===== src/rtl/prbs_stream_gen.sv =====
// PRBS-31 (x^31+x^28+1) AXI-Stream pattern source with burst/continuous runs, seed load and error injection.
// Latency: enable rising in IDLE -> first word valid one clk edge later; then one word per clk when ready is high.
// Backpressure: TDATA/TVALID held stable while TREADY is low; TVALID never retracted except by reset.
//
// Ports:
//   clk, aresetn        : clock and synchronous active-low reset
//   M_AXIS_TDATA/TVALID : PRBS word output, M_AXIS_TREADY downstream ready
//   enable              : level, start or keep generating
//   load_seed, seed     : load LFSR in IDLE (seed 0 maps to all ones)
//   burst_len           : words per run, 0 = continuous; latched at run start
//   inject_err          : invert TDATA[0] of the next word loaded into the output register
//   word_count          : handshakes since the last run start
//   busy, done          : state == RUN, state == DONE
module prbs_stream_gen #(
  parameter int TDATA_WIDTH = 32
) (
  input  logic                   clk,
  input  logic                   aresetn,
  output logic [TDATA_WIDTH-1:0] M_AXIS_TDATA,
  output logic                   M_AXIS_TVALID,
  input  logic                   M_AXIS_TREADY,
  input  logic                   enable,
  input  logic                   load_seed,
  input  logic [30:0]            seed,
  input  logic [31:0]            burst_len,
  input  logic                   inject_err,
  output logic [31:0]            word_count,
  output logic                   busy,
  output logic                   done
);

  localparam logic [30:0] LFSR_ONES = '1;

  typedef enum logic [1:0] {
    IDLE = 2'd0,
    RUN  = 2'd1,
    DONE = 2'd2
  } state_t;

  state_t                 state;
  state_t                 state_nxt;
  logic [30:0]            lfsr;
  logic [30:0]            lfsr_src;
  logic [30:0]            lfsr_adv;
  logic [30:0]            walk_s;
  logic [30:0]            seed_eff;
  logic [TDATA_WIDTH-1:0] word_nxt;
  logic [TDATA_WIDTH-1:0] inj_mask;
  logic [31:0]            burst_q;
  logic                   inj_pend;
  logic                   hs;
  logic                   last_word;
  logic                   seed_ok;
  logic                   run_start;
  logic                   load_word;

  // An all-zero LFSR never leaves zero, so a zero seed is replaced by all ones.
  assign seed_eff  = (seed == 31'd0) ? LFSR_ONES : seed;
  assign seed_ok   = (state == IDLE) && load_seed;
  assign run_start = (state == IDLE) && enable;
  // A seed loaded in the same cycle as the run start must feed the first word.
  assign lfsr_src  = seed_ok ? seed_eff : lfsr;
  assign hs        = M_AXIS_TVALID && M_AXIS_TREADY;
  assign last_word = (burst_q != 32'd0) && ((word_count + 32'd1) == burst_q);

  // Unrolled word generation: TDATA_WIDTH LFSR steps per clock, first bit to the MSB.
  always_comb begin
    walk_s   = lfsr_src;
    word_nxt = '0;
    for (int i = 0; i < TDATA_WIDTH; i++) begin
      word_nxt[TDATA_WIDTH-1-i] = walk_s[30] ^ walk_s[27];
      walk_s = {walk_s[29:0], walk_s[30] ^ walk_s[27]};
    end
    lfsr_adv = walk_s;
  end

  // A pulse arriving on the load cycle itself applies to the word being loaded.
  always_comb begin
    inj_mask    = '0;
    inj_mask[0] = inj_pend | inject_err;
  end

  // Next-state and word-load decision.
  always_comb begin
    state_nxt = state;
    load_word = 1'b0;
    case (state)
      IDLE: begin
        if (enable) begin
          state_nxt = RUN;
          load_word = 1'b1;
        end
      end
      RUN: begin
        if (hs) begin
          if (last_word) begin
            state_nxt = DONE;
          end else if (!enable) begin
            state_nxt = IDLE;
          end else begin
            load_word = 1'b1;
          end
        end
      end
      DONE: begin
        if (!enable) begin
          state_nxt = IDLE;
        end
      end
      default: state_nxt = IDLE;
    endcase
  end

  always_ff @(posedge clk) begin
    if (!aresetn) begin
      state <= IDLE;
    end else begin
      state <= state_nxt;
    end
  end

  always_ff @(posedge clk) begin
    if (!aresetn) begin
      M_AXIS_TDATA  <= '0;
      M_AXIS_TVALID <= 1'b0;
      lfsr          <= LFSR_ONES;
      inj_pend      <= 1'b0;
      word_count    <= 32'd0;
      burst_q       <= 32'd0;
    end else begin
      if (load_word) begin
        // The LFSR advances on the clean word; injection only touches the output copy.
        M_AXIS_TDATA  <= word_nxt ^ inj_mask;
        M_AXIS_TVALID <= 1'b1;
        lfsr          <= lfsr_adv;
        inj_pend      <= 1'b0;
      end else begin
        if (seed_ok) begin
          lfsr <= seed_eff;
        end
        if (inject_err) begin
          inj_pend <= 1'b1;
        end
        // Handshake without a follow-on word: run is ending (burst end or enable low).
        if (state == RUN && hs) begin
          M_AXIS_TVALID <= 1'b0;
        end
      end

      if (run_start) begin
        word_count <= 32'd0;
        burst_q    <= burst_len;
      end else if (state == RUN && hs) begin
        word_count <= word_count + 32'd1;
      end
    end
  end

  assign busy = (state == RUN);
  assign done = (state == DONE);

endmodule


===== config.mk =====
export PLATFORM = sky130hd
export DESIGN_NAME = prbs_stream_gen
export DESIGN_NICKNAME = d
export VERILOG_FILES = /design/src/rtl/prbs_stream_gen.sv
export SDC_FILE = /design/constraint.sdc
export NUM_CORES = 1
export LEC_CHECK = 0
export CELL_PAD_IN_SITES_DETAIL_PLACEMENT = 1
export CELL_PAD_IN_SITES_GLOBAL_PLACEMENT = 1
export CORE_ASPECT_RATIO = 1.2
export CORE_MARGIN = 2
export CORE_UTILIZATION = 30
export DETAILED_ROUTE_END_ITERATION = 16
export PLACE_DENSITY = 0.75
export SETUP_SLACK_MARGIN = 0.2
export SLEW_MARGIN = 30
export SYNTH_ARGS = -nofsm -noshare
export SYNTH_HDL_FRONTEND = slang
export SYNTH_SLANG_ARGS = --single-unit

===== constraint.sdc =====
create_clock -name clk -period 3.3 [get_ports clk]
set_input_delay 0.33 -clock clk [delete_from_list [all_inputs] [get_ports clk]]
set_output_delay 0.33 -clock clk [all_outputs]
set_load 0.005 [all_outputs]

==> results of run 1 <==
[sequential cells by signal (all words and copies together) (netlist names)]
signal / count
state: 2
M_AXIS_TDATA: 32
burst_q: 32
inj_pend: 1
word_count: 32
lfsr: 31
M_AXIS_TVALID: 1
[final timing paths]
check                 start          endpoint  slack (ns)
max          word_count[22]  M_AXIS_TDATA[11]        0.31
max reg2reg  word_count[22]  M_AXIS_TDATA[11]        0.31
min reg2reg     burst_q[27]       burst_q[27]        0.48
min                 aresetn          lfsr[18]        0.41
[critical path, stage by stage (launching register included)]
cell and delay [ns]:
dfxtp_1 0.59, nand2_1 0.28, or3_1 0.45, o31ai_1 0.28, mux2_4 0.20, a2111oi_2 0.05
and4_2 0.32, o21ai_2 0.30, buf_4 0.26, a22oi_1 0.11
[cell families (layout without fill, tap and decap cells)]
family / after synthesis / after routing / share of synthesized area (%)
flip-flops: 131 / 131 / 31.5
adder cells (fa/ha/maj): 1 / 1 / 0.150
AO/OA/AOI/OAI: 324 / 324 / 27.2
multiplexers: 4 / 4 / 0.542
buffers and inverters: 98 / 243 / 5.27
XOR/XNOR: 122 / 122 / 12.9
AND/OR/NAND/NOR: 371 / 371 / 22.4
[per-stage QoR]
step | setup WS [ns] | instances
after floorplan | 0.470 | 1051
after global placement | 0.310 | 1500
after detailed placement | 0.206 | 1500
after CTS | 0.193 | 1532
after global routing | 0.201 | 1536
final | 0.310 | 1536
[power breakdown]
group	leakage, nW	switching, W	internal (W)
clock network	0.287	0.000797	0.00116
logic	2.68	0.000564	0.000482
registers	1.08	0.000109	0.00170
[metal layers]
layer | up-vias | global-route usage (%) | routed length (um)
met1 | 4346 | 25.9 | 12900
li1 | 4102 | - | -
met5 | - | 0 | 0
met4 | 0 | 8.05 | 880
met3 | 63 | 4.11 | 1600
met2 | 269 | 37.5 | 16100
[cells in the final DEF, fill, tap and decap left out, types with 8 or more instances in the layout]
cell type        netlist  routed
nand2_1              150     150
clkdlybuf4s50_1        0     134
dfxtp_1              131     122
xor2_1                84      84
a21oi_1               80      80
nor2_1                83      79
buf_4                  5      55
o21ai_0               41      41
a22oi_1               39      39
xnor2_1               38      37
a211oi_1              39      36
o31ai_1               26      26
o22a_1                25      25
nand4_1               21      21
nand3_1               19      19
nor4_1                22      19
clkbuf_16              0      17
inv_1                 14      14
a22oi_2               10      10
or3_1                  9       9
dfxtp_2                0       9
nor3_1                10       8
and2_1                 8       8
and4_1                 8       8
o22ai_1                8       8
[Yosys cell counts (9+ instances only)]
master	n	share of area, %
clkbuf_1	53	2.4
xor2_1	84	8.9
or3_1	9	0.68
inv_1	14	0.63
xnor2_1	38	4.0
a211oi_1	39	3.5
nand3_1	19	1.1
a22oi_2	10	1.5
o22a_1	25	2.6
nor2_1	83	3.7
a22oi_1	39	3.5
buf_2	15	0.90
nand4_1	21	1.6
nand2_1	150	6.8
nor4_1	22	1.7
dfxtp_1	131	32
o31ai_1	26	2.3
a21oi_1	80	4.8
o21ai_0	41	2.5
nor3_1	10	0.60
[layout make-up]
cell class	instances	area, um2	area share [%]
clock inverter	13	149	1.35
timing repair buffer	197	1900	17.2
sequential	131	2630	23.9
inverter	14	52.6	0.477
clock buffer	19	453	4.11
tap	340	425	3.86
multi-input combinational	822	5410	49.1
[timing repair]
action                     in CTS  in global routing
resized for setup               2                 25
setup endpoints to repair       8                 61
pin swaps                       0                  7
hold buffers                    0                  0
setup buffers                   0                  4
==> results.json, run 1 <==
{
  "ant_nets": 0,
  "grt_first_pass_wirelength_um": 49500,
  "synth_area_um2": 8310,
  "avgViaCountPerCell": 5.72,
  "irDropWorstVdd_v": 0.000336,
  "gp_congestion": 0.947,
  "nets": 1253,
  "row_count": 66,
  "antenna_found_initial": 0,
  "min_path_type": "in2reg",
  "holdWs_ns": 0.405,
  "setup_viol": 0,
  "rsz0062_at_grt": "no",
  "total_power_w": 0.00481,
  "synth_cells": 1051,
  "powerDensity_nw_per_um2": 437,
  "fin_worst_skew_ns": 0.0115,
  "clockBufferDepth": 2,
  "startpoint_type": "register",
  "die_h_um": 186,
  "fin_area_um2": 11000,
  "max_freq_mhz": 334,
  "cts_tree": "done",
  "hpwl_um": 22300,
  "drt_iter0_drc": 545,
  "hold_path_depth": 2,
  "finalCriticalPeriod_ns": 2.99,
  "cp.arrival_ns": 3.29,
  "drive_gt1_share_pct": 13.0,
  "finalHoldViolCount": 0,
  "worstRegToRegCells": 9,
  "area_delta_synth_final_pct": 32.5,
  "synthArstFlopShare_pct": 0,
  "port-buffer-count": 135,
  "drt-pass1-iter-count": 5,
  "grt_max_degree": 63,
  "cts_root_buf": "clkbuf_16",
  "post_synth.cell_area_avg_um2": 7.91,
  "die_x_um": 156,
  "setup_tns_ns": 0,
  "numCtsBuffers": 17,
  "utilization_pct": 40.6,
  "relSlewSlack_pct": 52.5,
  "dieArea_um2": 29100,
  "grt_use_total_pct": 21.4,
  "synth_nets": 1121,
  "grt_pass1_vias": 9140,
  "synth_edf_count": 0,
  "drv_cap": 0,
  "required_ns": 3.60,
  "gr-total-overflow": 0,
  "htreeDepth": 4,
  "p_leak_nw": 4.04,
  "initial_core_util_pct": 30.6,
  "yosysWarnings": 0,
  "core_um2": 27200,
  "synth_cell_type_count": 73,
  "fill_cells": 3202,
  "drv_slew": 0,
  "insertion_delay_ns": 0.44,
  "ys_seq_elements": 131,
  "synth_flop_cell": "dfxtp_1",
  "path_clk_slew_ns": 0.06,
  "cp_max_fo": 11,
  "wire_per_inst_um": 20.5,
  "vias": 8780,
  "outcome": "finished clean",
  "place_area_um2": 10200,
  "wl_um": 31400,
  "pin_count": 136,
  "diodes": 0,
  "critPathCaptureType": "register",
  "seq_area_frac_synth_pct": 31.5,
  "drc_errors": 0,
  "cts_sinks": 131,
  "worst_slew_pin_slew_ns": 0.713,
  "path_class": "reg2reg",
  "fin_crit_sh_pct": 90.6
}
Power figures use the tool's default switching activity.
==> run 2: changes to the inputs <==
--- a/config.mk
+++ b/config.mk
@@ -5,6 +5,7 @@
 export SDC_FILE = /design/constraint.sdc
 export NUM_CORES = 1
 export LEC_CHECK = 0
+export ABC_CLOCK_PERIOD_IN_PS = 3300
 export CELL_PAD_IN_SITES_DETAIL_PLACEMENT = 1
 export CELL_PAD_IN_SITES_GLOBAL_PLACEMENT = 1
 export CORE_ASPECT_RATIO = 1.2
==> constraint.sdc (replaced) <==
create_clock -name clk -period 3.3 [get_ports clk]
set_input_delay 0.33 -clock clk [delete_from_list [all_inputs] [get_ports clk]]
set_output_delay 0.33 -clock clk [all_outputs]
set_load 0.05 [all_outputs]
==> run 2 against run 1 <==
Against the previous run:
- sequential share of layout area down 0.15 points
- critical path type unchanged
- highest routed layer unchanged
- combinational power increased by 16%
- total power increased by 4.0%
- worst hold slack got worse by 0.035 ns
==> results.json, run 2 (synthesized netlist as in run 1, its figures left out) <==
{
  "holdWs_ns": 0.371,
  "cts_sinks": 131,
  "dieArea_um2": 29100,
  "cts_tree": "done",
  "drc_errors": 0,
  "hpwl_um": 23100,
  "fin_area_um2": 11100,
  "setup_tns_ns": 0,
  "wl_um": 32000,
  "drv_slew": 0,
  "insertion_delay_ns": 0.44,
  "cts_root_buf": "clkbuf_16",
  "fin_crit_sh_pct": 90.8,
  "min_path_type": "in2reg",
  "htreeDepth": 4,
  "vias": 8800,
  "ant_nets": 0,
  "avgViaCountPerCell": 5.71,
  "cp.arrival_ns": 3.28,
  "drt_iter0_drc": 544,
  "nets": 1258,
  "pin_count": 136,
  "rsz0062_at_grt": "yes",
  "finalCriticalPeriod_ns": 3.00,
  "initial_core_util_pct": 30.6,
  "wire_per_inst_um": 20.8,
  "grt_first_pass_wirelength_um": 49800,
  "layout_common_cells": "nand2_1, clkdlybuf4s50_1, dfxtp_1, xor2_1, nor2_1",
  "cp_max_fo": 10,
  "cts-hold-fix-buffers": 0,
  "path_class": "reg2reg",
  "critPathCaptureType": "register",
  "relSlewSlack_pct": 60.5,
  "finalHoldViolCount": 0,
  "numCtsBuffers": 17,
  "required_ns": 3.59,
  "max_freq_mhz": 334,
  "gp_congestion": 0.890,
  "die_h_um": 186,
  "startpoint_type": "register",
  "fin_worst_skew_ns": 0.0115,
  "die_x_um": 156,
  "grt_use_total_pct": 21.6,
  "p_leak_nw": 4.07,
  "drt-pass1-iter-count": 4,
  "place_area_um2": 10200,
  "grt_pass1_vias": 9022,
  "mostFrequentLayoutCell": "nand2_1",
  "gr-total-overflow": 0,
  "outcome": "finished clean",
  "setup_viol": 0,
  "clockBufferDepth": 2,
  "drv_cap": 0,
  "reg_top3": "M_AXIS_TDATA: 32 flops, burst_q: 32 flops, word_count: 32 flops",
  "antenna_found_initial": 0,
  "grt_max_degree": 49,
  "diodes": 0,
  "path_clk_slew_ns": 0.06,
  "row_count": 66,
  "irDropWorstVdd_v": 0.000308,
  "worst_slew_pin_slew_ns": 0.592,
  "port-buffer-count": 135,
  "powerDensity_nw_per_um2": 451,
  "core_um2": 27200,
  "area_delta_synth_final_pct": 33.4,
  "drive_gt1_share_pct": 14.5
}
-- run 2: cell types whose count changed in the layout (fill, tap and decap cells not counted), sizes merged --
cell	before	now
buf	63	68
inv	18	21
clkbuf	19	17
clkinv	4	3
-- run 2: worst paths after layout --
path              cells after the start           to          start  slack, ns
setup / recovery                     12      lfsr[4]  word_count[0]       0.30
hold / removal                        2      lfsr[6]        aresetn       0.37
setup reg to reg                     12      lfsr[4]  word_count[0]       0.30
hold reg to reg                       2  burst_q[13]    burst_q[13]       0.49
-- run 2: metrics by stage --
stage / power [W] / setup slack (ns) / util (%) / std cells
CTS: 0.00500 / 0.216 / 40.1 / 1535
detailed placement: 0.00302 / -0.0524 / 37.6 / 1498
finish: 0.00500 / 0.305 / 40.8 / 1541
floorplan: 0.00257 / 0.219 / - / 1051
global route: 0.00520 / 0.187 / 40.8 / 1541
global placement: 0.00300 / 0.0475 / 37.6 / 1498
-- run 2: final cells by class --
| class | count | area, um2 |
|---|---|---|
| repair buffers | 202 | 1920 |
| multi-input cells | 822 | 5460 |
| inverters | 14 | 52.6 |
| clock inverters | 15 | 173 |
| clock buffers | 17 | 425 |
| fillers | 3241 | 16100 |
| flip-flops and latches | 131 | 2630 |
| well taps | 340 | 425 |
-- run 2: report_power, final --
part	internal, W	total (W)	switching, W
combinational	0.000485	0.00122	0.000731
clock	0.00113	0.00198	0.000845
sequential	0.00170	0.00181	0.000111
-- run 2: critical path: stages (launching register included) --
cell and delay [ns]:
dfxtp_2 0.38, buf_4 0.16, nand4_4 0.15, or3_4 0.43
nor4_4 0.37, buf_4 0.18, mux2i_2 0.20, buf_4 0.16
nand4_1 0.10, buf_6 0.18, buf_4 0.19, a211oi_2 0.24
o31ai_1 0.09
-- run 2: layer usage --
layer / global-route usage, % / up-vias / wire [um] / part of all wire, %
li1: - / 4109 / - / -
met1: 25.6 / 4383 / 13200 / 41
met2: 39.0 / 248 / 16500 / 52
met3: 3.39 / 60 / 1370 / 4.3
met4: 7.45 / 0 / 893 / 2.8
met5: 0 / - / 0 / 0
-- run 2: timing repair --
action,4_1_cts,5_1_grt
buffers inserted,5,6
resized for setup,5,34
setup endpoints to repair,66,59
pin swaps,5,6
